==> src/rtl/register_file_2r1w.sv <==
// ---------------------------------------------------------------------------
// register_file_2r1w
// Two-read / one-write register file with registered (1-cycle) reads and a
// hardware clear sequencer that zeroes registers 1..N_REGS-1, one per cycle.
// Register 0 is hardwired to zero.
//
// Optional feature (macro REGFILE_BYPASS_EN):
//   when defined, a write performed in a cycle is forwarded to any read port
//   addressing the same register in that cycle. When undefined, reads are
//   read-before-write.
//
// Parameters:
//   DW        data width (1..64)
//   AW        address width, N_REGS = 2**AW (1..6)
// Ports:
//   clk       clock, rising edge
//   rst_n     asynchronous active-low reset
//   in        write data
//   ld        write request
//   addr_W    write address
//   addr_A    read address, port A
//   addr_B    read address, port B
//   out_A     registered read data, port A
//   out_B     registered read data, port B
//   clr       request to clear all registers
//   busy      high while a clear sequence runs (registered)
//   wr_drop   one-cycle pulse when a requested write was discarded
// ---------------------------------------------------------------------------
module register_file_2r1w #(
    parameter int unsigned DW = 8,
    parameter int unsigned AW = 3
) (
    input  logic          clk,
    input  logic          rst_n,
    input  logic [DW-1:0] in,
    input  logic          ld,
    input  logic [AW-1:0] addr_W,
    input  logic [AW-1:0] addr_A,
    input  logic [AW-1:0] addr_B,
    output logic [DW-1:0] out_A,
    output logic [DW-1:0] out_B,
    input  logic          clr,
    output logic          busy,
    output logic          wr_drop
);

    localparam int unsigned N_REGS = 1 << AW;
    localparam logic [AW-1:0] LAST_IDX = AW'(N_REGS - 1);

    typedef enum logic {
        IDLE  = 1'b0,
        CLEAR = 1'b1
    } state_e;

    state_e          state_q, state_d;
    logic [AW-1:0]   cnt_q, cnt_d;
    logic [DW-1:0]   regs_q [N_REGS];
    logic [DW-1:0]   regs_d [N_REGS];
    logic [DW-1:0]   out_a_q, out_a_d;
    logic [DW-1:0]   out_b_q, out_b_d;
    logic            busy_q, busy_d;
    logic            wr_drop_q, wr_drop_d;

    logic            wr_req;
    logic            wr_en;

    // A write to address 0 is not a request at all: ignored without a drop pulse.
    assign wr_req = ld && (addr_W != '0);
    assign wr_en  = wr_req && (state_q == IDLE) && !clr;

    // Next-state: FSM, clear counter, storage, read ports and flags.
    always_comb begin
        state_d   = state_q;
        cnt_d     = cnt_q;
        regs_d    = regs_q;
        out_a_d   = regs_q[addr_A];
        out_b_d   = regs_q[addr_B];
        wr_drop_d = wr_req && ((state_q == CLEAR) || clr);

        unique case (state_q)
            IDLE: begin
                if (clr) begin
                    state_d = CLEAR;
                    cnt_d   = AW'(1);
                end
            end
            CLEAR: begin
                // clr is ignored here: the running sequence is not restarted.
                regs_d[cnt_q] = '0;
                if (cnt_q == LAST_IDX) begin
                    state_d = IDLE;
                    cnt_d   = '0;
                end else begin
                    cnt_d = cnt_q + AW'(1);
                end
            end
            default: begin
                state_d = IDLE;
                cnt_d   = '0;
            end
        endcase

        if (wr_en) begin
            regs_d[addr_W] = in;
        end

`ifdef REGFILE_BYPASS_EN
        // Forward only writes that actually happen (never address 0 or drops).
        if (wr_en && (addr_A == addr_W)) begin
            out_a_d = in;
        end
        if (wr_en && (addr_B == addr_W)) begin
            out_b_d = in;
        end
`endif

        // Register 0 stays zero regardless of any path above.
        regs_d[0] = '0;

        busy_d = (state_d == CLEAR);
    end

    // State register with asynchronous reset of everything.
    always_ff @(posedge clk or negedge rst_n) begin
        if (!rst_n) begin
            state_q   <= IDLE;
            cnt_q     <= '0;
            out_a_q   <= '0;
            out_b_q   <= '0;
            busy_q    <= 1'b0;
            wr_drop_q <= 1'b0;
            for (int i = 0; i < int'(N_REGS); i++) begin
                regs_q[i] <= '0;
            end
        end else begin
            state_q   <= state_d;
            cnt_q     <= cnt_d;
            out_a_q   <= out_a_d;
            out_b_q   <= out_b_d;
            busy_q    <= busy_d;
            wr_drop_q <= wr_drop_d;
            for (int i = 0; i < int'(N_REGS); i++) begin
                regs_q[i] <= regs_d[i];
            end
        end
    end

    assign out_A   = out_a_q;
    assign out_B   = out_b_q;
    assign busy    = busy_q;
    assign wr_drop = wr_drop_q;

endmodule

==> config.mk <==
export PLATFORM = sky130hd
export DESIGN_NAME = register_file_2r1w
export DESIGN_NICKNAME = d
export VERILOG_FILES = /design/src/rtl/register_file_2r1w.sv
export SDC_FILE = /design/constraint.sdc
export NUM_CORES = 1
export LEC_CHECK = 0
export ABC_AREA = 1
export BUFFER_PORTS_ARGS = -buffer_cell sky130_fd_sc_hd__buf_2
export CAP_MARGIN = 5
export CORE_ASPECT_RATIO = 1.25
export CORE_MARGIN = 2
export CORE_UTILIZATION = 58
export CTS_CLUSTER_SIZE = 10
export DETAILED_ROUTE_END_ITERATION = 16
export GPL_TIMING_DRIVEN = 0
export PLACE_DENSITY = 0.78
export SLEW_MARGIN = 20
export SYNTH_ARGS = -nofsm -noshare
export SYNTH_HDL_FRONTEND = slang
export SYNTH_SLANG_ARGS = --single-unit
==> constraint.sdc <==
create_clock -name clk -period 1.5 [get_ports clk]
set_input_delay 0.3 -clock clk [delete_from_list [all_inputs] [get_ports clk]]
set_output_delay 0.3 -clock clk [all_outputs]
set_load 0.02 [all_outputs]
==> results.toml <==
[sta]
hold_viol = 0
report.final.setup_viol = 0
fmax_mhz = 680
finalMaxSlewViolations = 0
period_share_pct = 98.0
finClkSkew_ps = 10.4
finalSetupTns_ps = 0
worstMarginPinSlew_ps = 518
max_slew_margin_pct = 65.3
rsz0062_at_grt = "true"
period_needed_ps = 1470

[worst_setup_path]
cp-start-kind = "register"
path_cells = "inv_1 > nand2_1 > nor2_2 > nor2_1 > nand2_1 > nand2_1"
crit_slowest_cell = "dfrtp_1"
worstPathArrival_ps = 1720
cpMostUsedCell = "nand2_1"
crit_path_end_kind = "register"
crit_path_max_fanout = 8
crit_type = "register to register"
max_stage_delay_ps = 460
reg2reg_slack_ps = 30
cp.required_ps = 1750

[clock_network]
clk_latency_ps = 360
cts_root_buf = "clkbuf_8"
clk_pin_slew_worst_paths_ps = 80
clk_path_buf_depth = 2
clkSinkCount = 77
cts_tree = "yes"
cts_buffers = 9
htree_levels = 3

[finish]
nets = 704
num-fill-cells = 642
areaGrowthSynthToFinish_pct = 12.9
final_cells = 777
fin_util_pct = 68.0
n_antenna_cell = 0
drive_above_1_share_pct = 13.3

[yosys]
netlist.area_leader.share_pct = 43.0
synthFlopType = "dfrtp_1"
synth_area_leader_cell = "dfrtp_1"
synth_area_sq_um = 4480
synthesis.instances = 635
async_flop_share_pct = 100
avgSynthCellArea_sq_um = 7.06
synthTopCellsByArea = "dfrtp_1 (43%), nand2_1 (20%), inv_1 (6.4%), nor2_1 (5.9%), o211ai_1 (5.4%)"
ys_top_cells_by_count = "nand2_1 (235), dfrtp_1 (77), inv_1 (76)"
synth.distinct_cells = 28
synthesis.nets = 658
yosysSeqAreaShare_pct = 43.0
synth.most_common_cell = "nand2_1"
synth_seq_cells = 77
yosys_warnings = 0
synth_edf_count = 0

[placement]
place.gp.congestion = 0.913
place_inst = 760
dpl.hpwl_um = 9050
io_buffers = 32

[route]
antenna_left = 0
drt_wl_total_um = 12700
dr_total_vias = 4390
first_iter_violations = 297
via_per_inst = 5.65
dr.pass1.iters = 5
route.detailed.drc = 0
post_drt_wl_per_cell_um = 16.3

[status]
outcome = "finished clean"

[die]
ios = 39
core_sq_um = 7440
fp.dieH_um = 102
die_width_um = 82.6
rows = 35
dieArea_sq_um = 8460
start_util_pct = 60.2

[power_and_ir_drop]
p_per_area_nw_per_um2 = 1190
p_leak_uw = 0.00273
power_uw = 6040
ir_drop_mv = 1.20

[grt]
grt.total_usage_pct = 32.2
antenna_found_initial = 0
grt_pass1_wl_um = 20300
overflow = 0
first_global_vias = 4135
grt_max_degree = 60

[min_path]
hold_path.class = "primary input to register"

[flow_run]
cap_violations = 0
[flip-flops by register name, indices dropped and copies added, names as in the netlist]
register,count
out_A,8
wr_drop,1
out_B,8
busy,1
regs_q,56
cnt_q,3
[critical path, delay by kind of cell, from the launching register on]
kind | cells | cell delay, ps
flops | 1 | 460
buf+inv | 1 | 180
simple gates | 5 | 720
[per-layer routing]
| layer | up-vias | wire length, um | global-route usage (%) |
|---|---|---|---|
| met5 | - | 0 | 0 |
| met2 | 229 | 5870 | 49.9 |
| met1 | 2005 | 5370 | 42.8 |
| li1 | 2116 | - | - |
| met4 | 0 | 608 | 18.9 |
| met3 | 40 | 810 | 4.68 |
[cells by family (layout without fill, tap and decap cells)]
family / after synthesis / in the layout / share of synthesized area (%)
and+or+nand+nor: 375 / 375 / 36.7
buffers and inverters: 105 / 155 / 9.43
DFF: 77 / 77 / 43.0
AOI/OAI and AO/OA: 76 / 76 / 10.4
adders and majority gates: 2 / 2 / 0.558
[timing repair]
action,CTS,global route
hold buffers,1,0
pin swaps,0,1
buffers inserted,0,1
setup endpoints to repair,14,51
gates resized for setup,2,15
hold endpoints to repair,18,0
[final cells by class]
cell class	count	area, sq um	area share [%]
plain buffers	25	130	2.57
clock buffers	11	141	2.79
clock inverters	4	48.8	0.964
inverters	80	303	5.98
multi-input cells	453	2190	43.2
flip-flops and latches	77	1930	38.1
well taps	92	115	2.27
repair buffers	35	208	4.10
[metrics by stage]
stage               hold WS, ps  area [sq um]  setup slack, ps
finish                      272          5060             30.2
global route                276          5060            -55.6
CTS                         265          4990             8.12
detailed placement          197          4790            -36.8
global placement            556          4760             -361
floorplan                  4.41          4480              129
[worst paths after layout]
check	from	end	depth (start not counted)
min	in[7]	regs_q[7]$_DFF_PN0_	3
min in group asynchronous	rst_n	out_A[1]$_DFF_PN0_	2
max	cnt_q[1]$_DFFE_PN0N_	regs_q[31]$_DFF_PN0_	6
max in group asynchronous	rst_n	busy$_DFF_PN0_	3
max reg2reg	cnt_q[1]$_DFFE_PN0N_	regs_q[31]$_DFF_PN0_	6
min reg2reg	cnt_q[0]$_DFFE_PN0N_	cnt_q[0]$_DFFE_PN0N_	2
[where the power goes]
group	leakage (uW)	internal [uW]	total [uW]	switching (uW)
combinational	0.00158	553	1800	1250
sequential	0.00105	2380	2650	270
clock	0.0000992	804	1600	792
[placed cells by master (no fill, tap or decap), types with 3 or more instances in the layout]
cell type  netlist  final
buf_4            2      3
o211ai_1        32     32
o21ai_1          6      6
inv_1           76     76
buf_2            9     39
nor2_4           4      5
nand3_1         17     16
inv_2            3      3
dfrtp_1         77     76
nand4_1         33     33
clkbuf_8         0     10
clkbuf_1        11     11
nor2_1          71     67
nand4_4          1      4
nor2_2           5      8
o21ai_0         35     35
nand2_1        235    235
No activity file was read; power rests on OpenSTA's default activity.
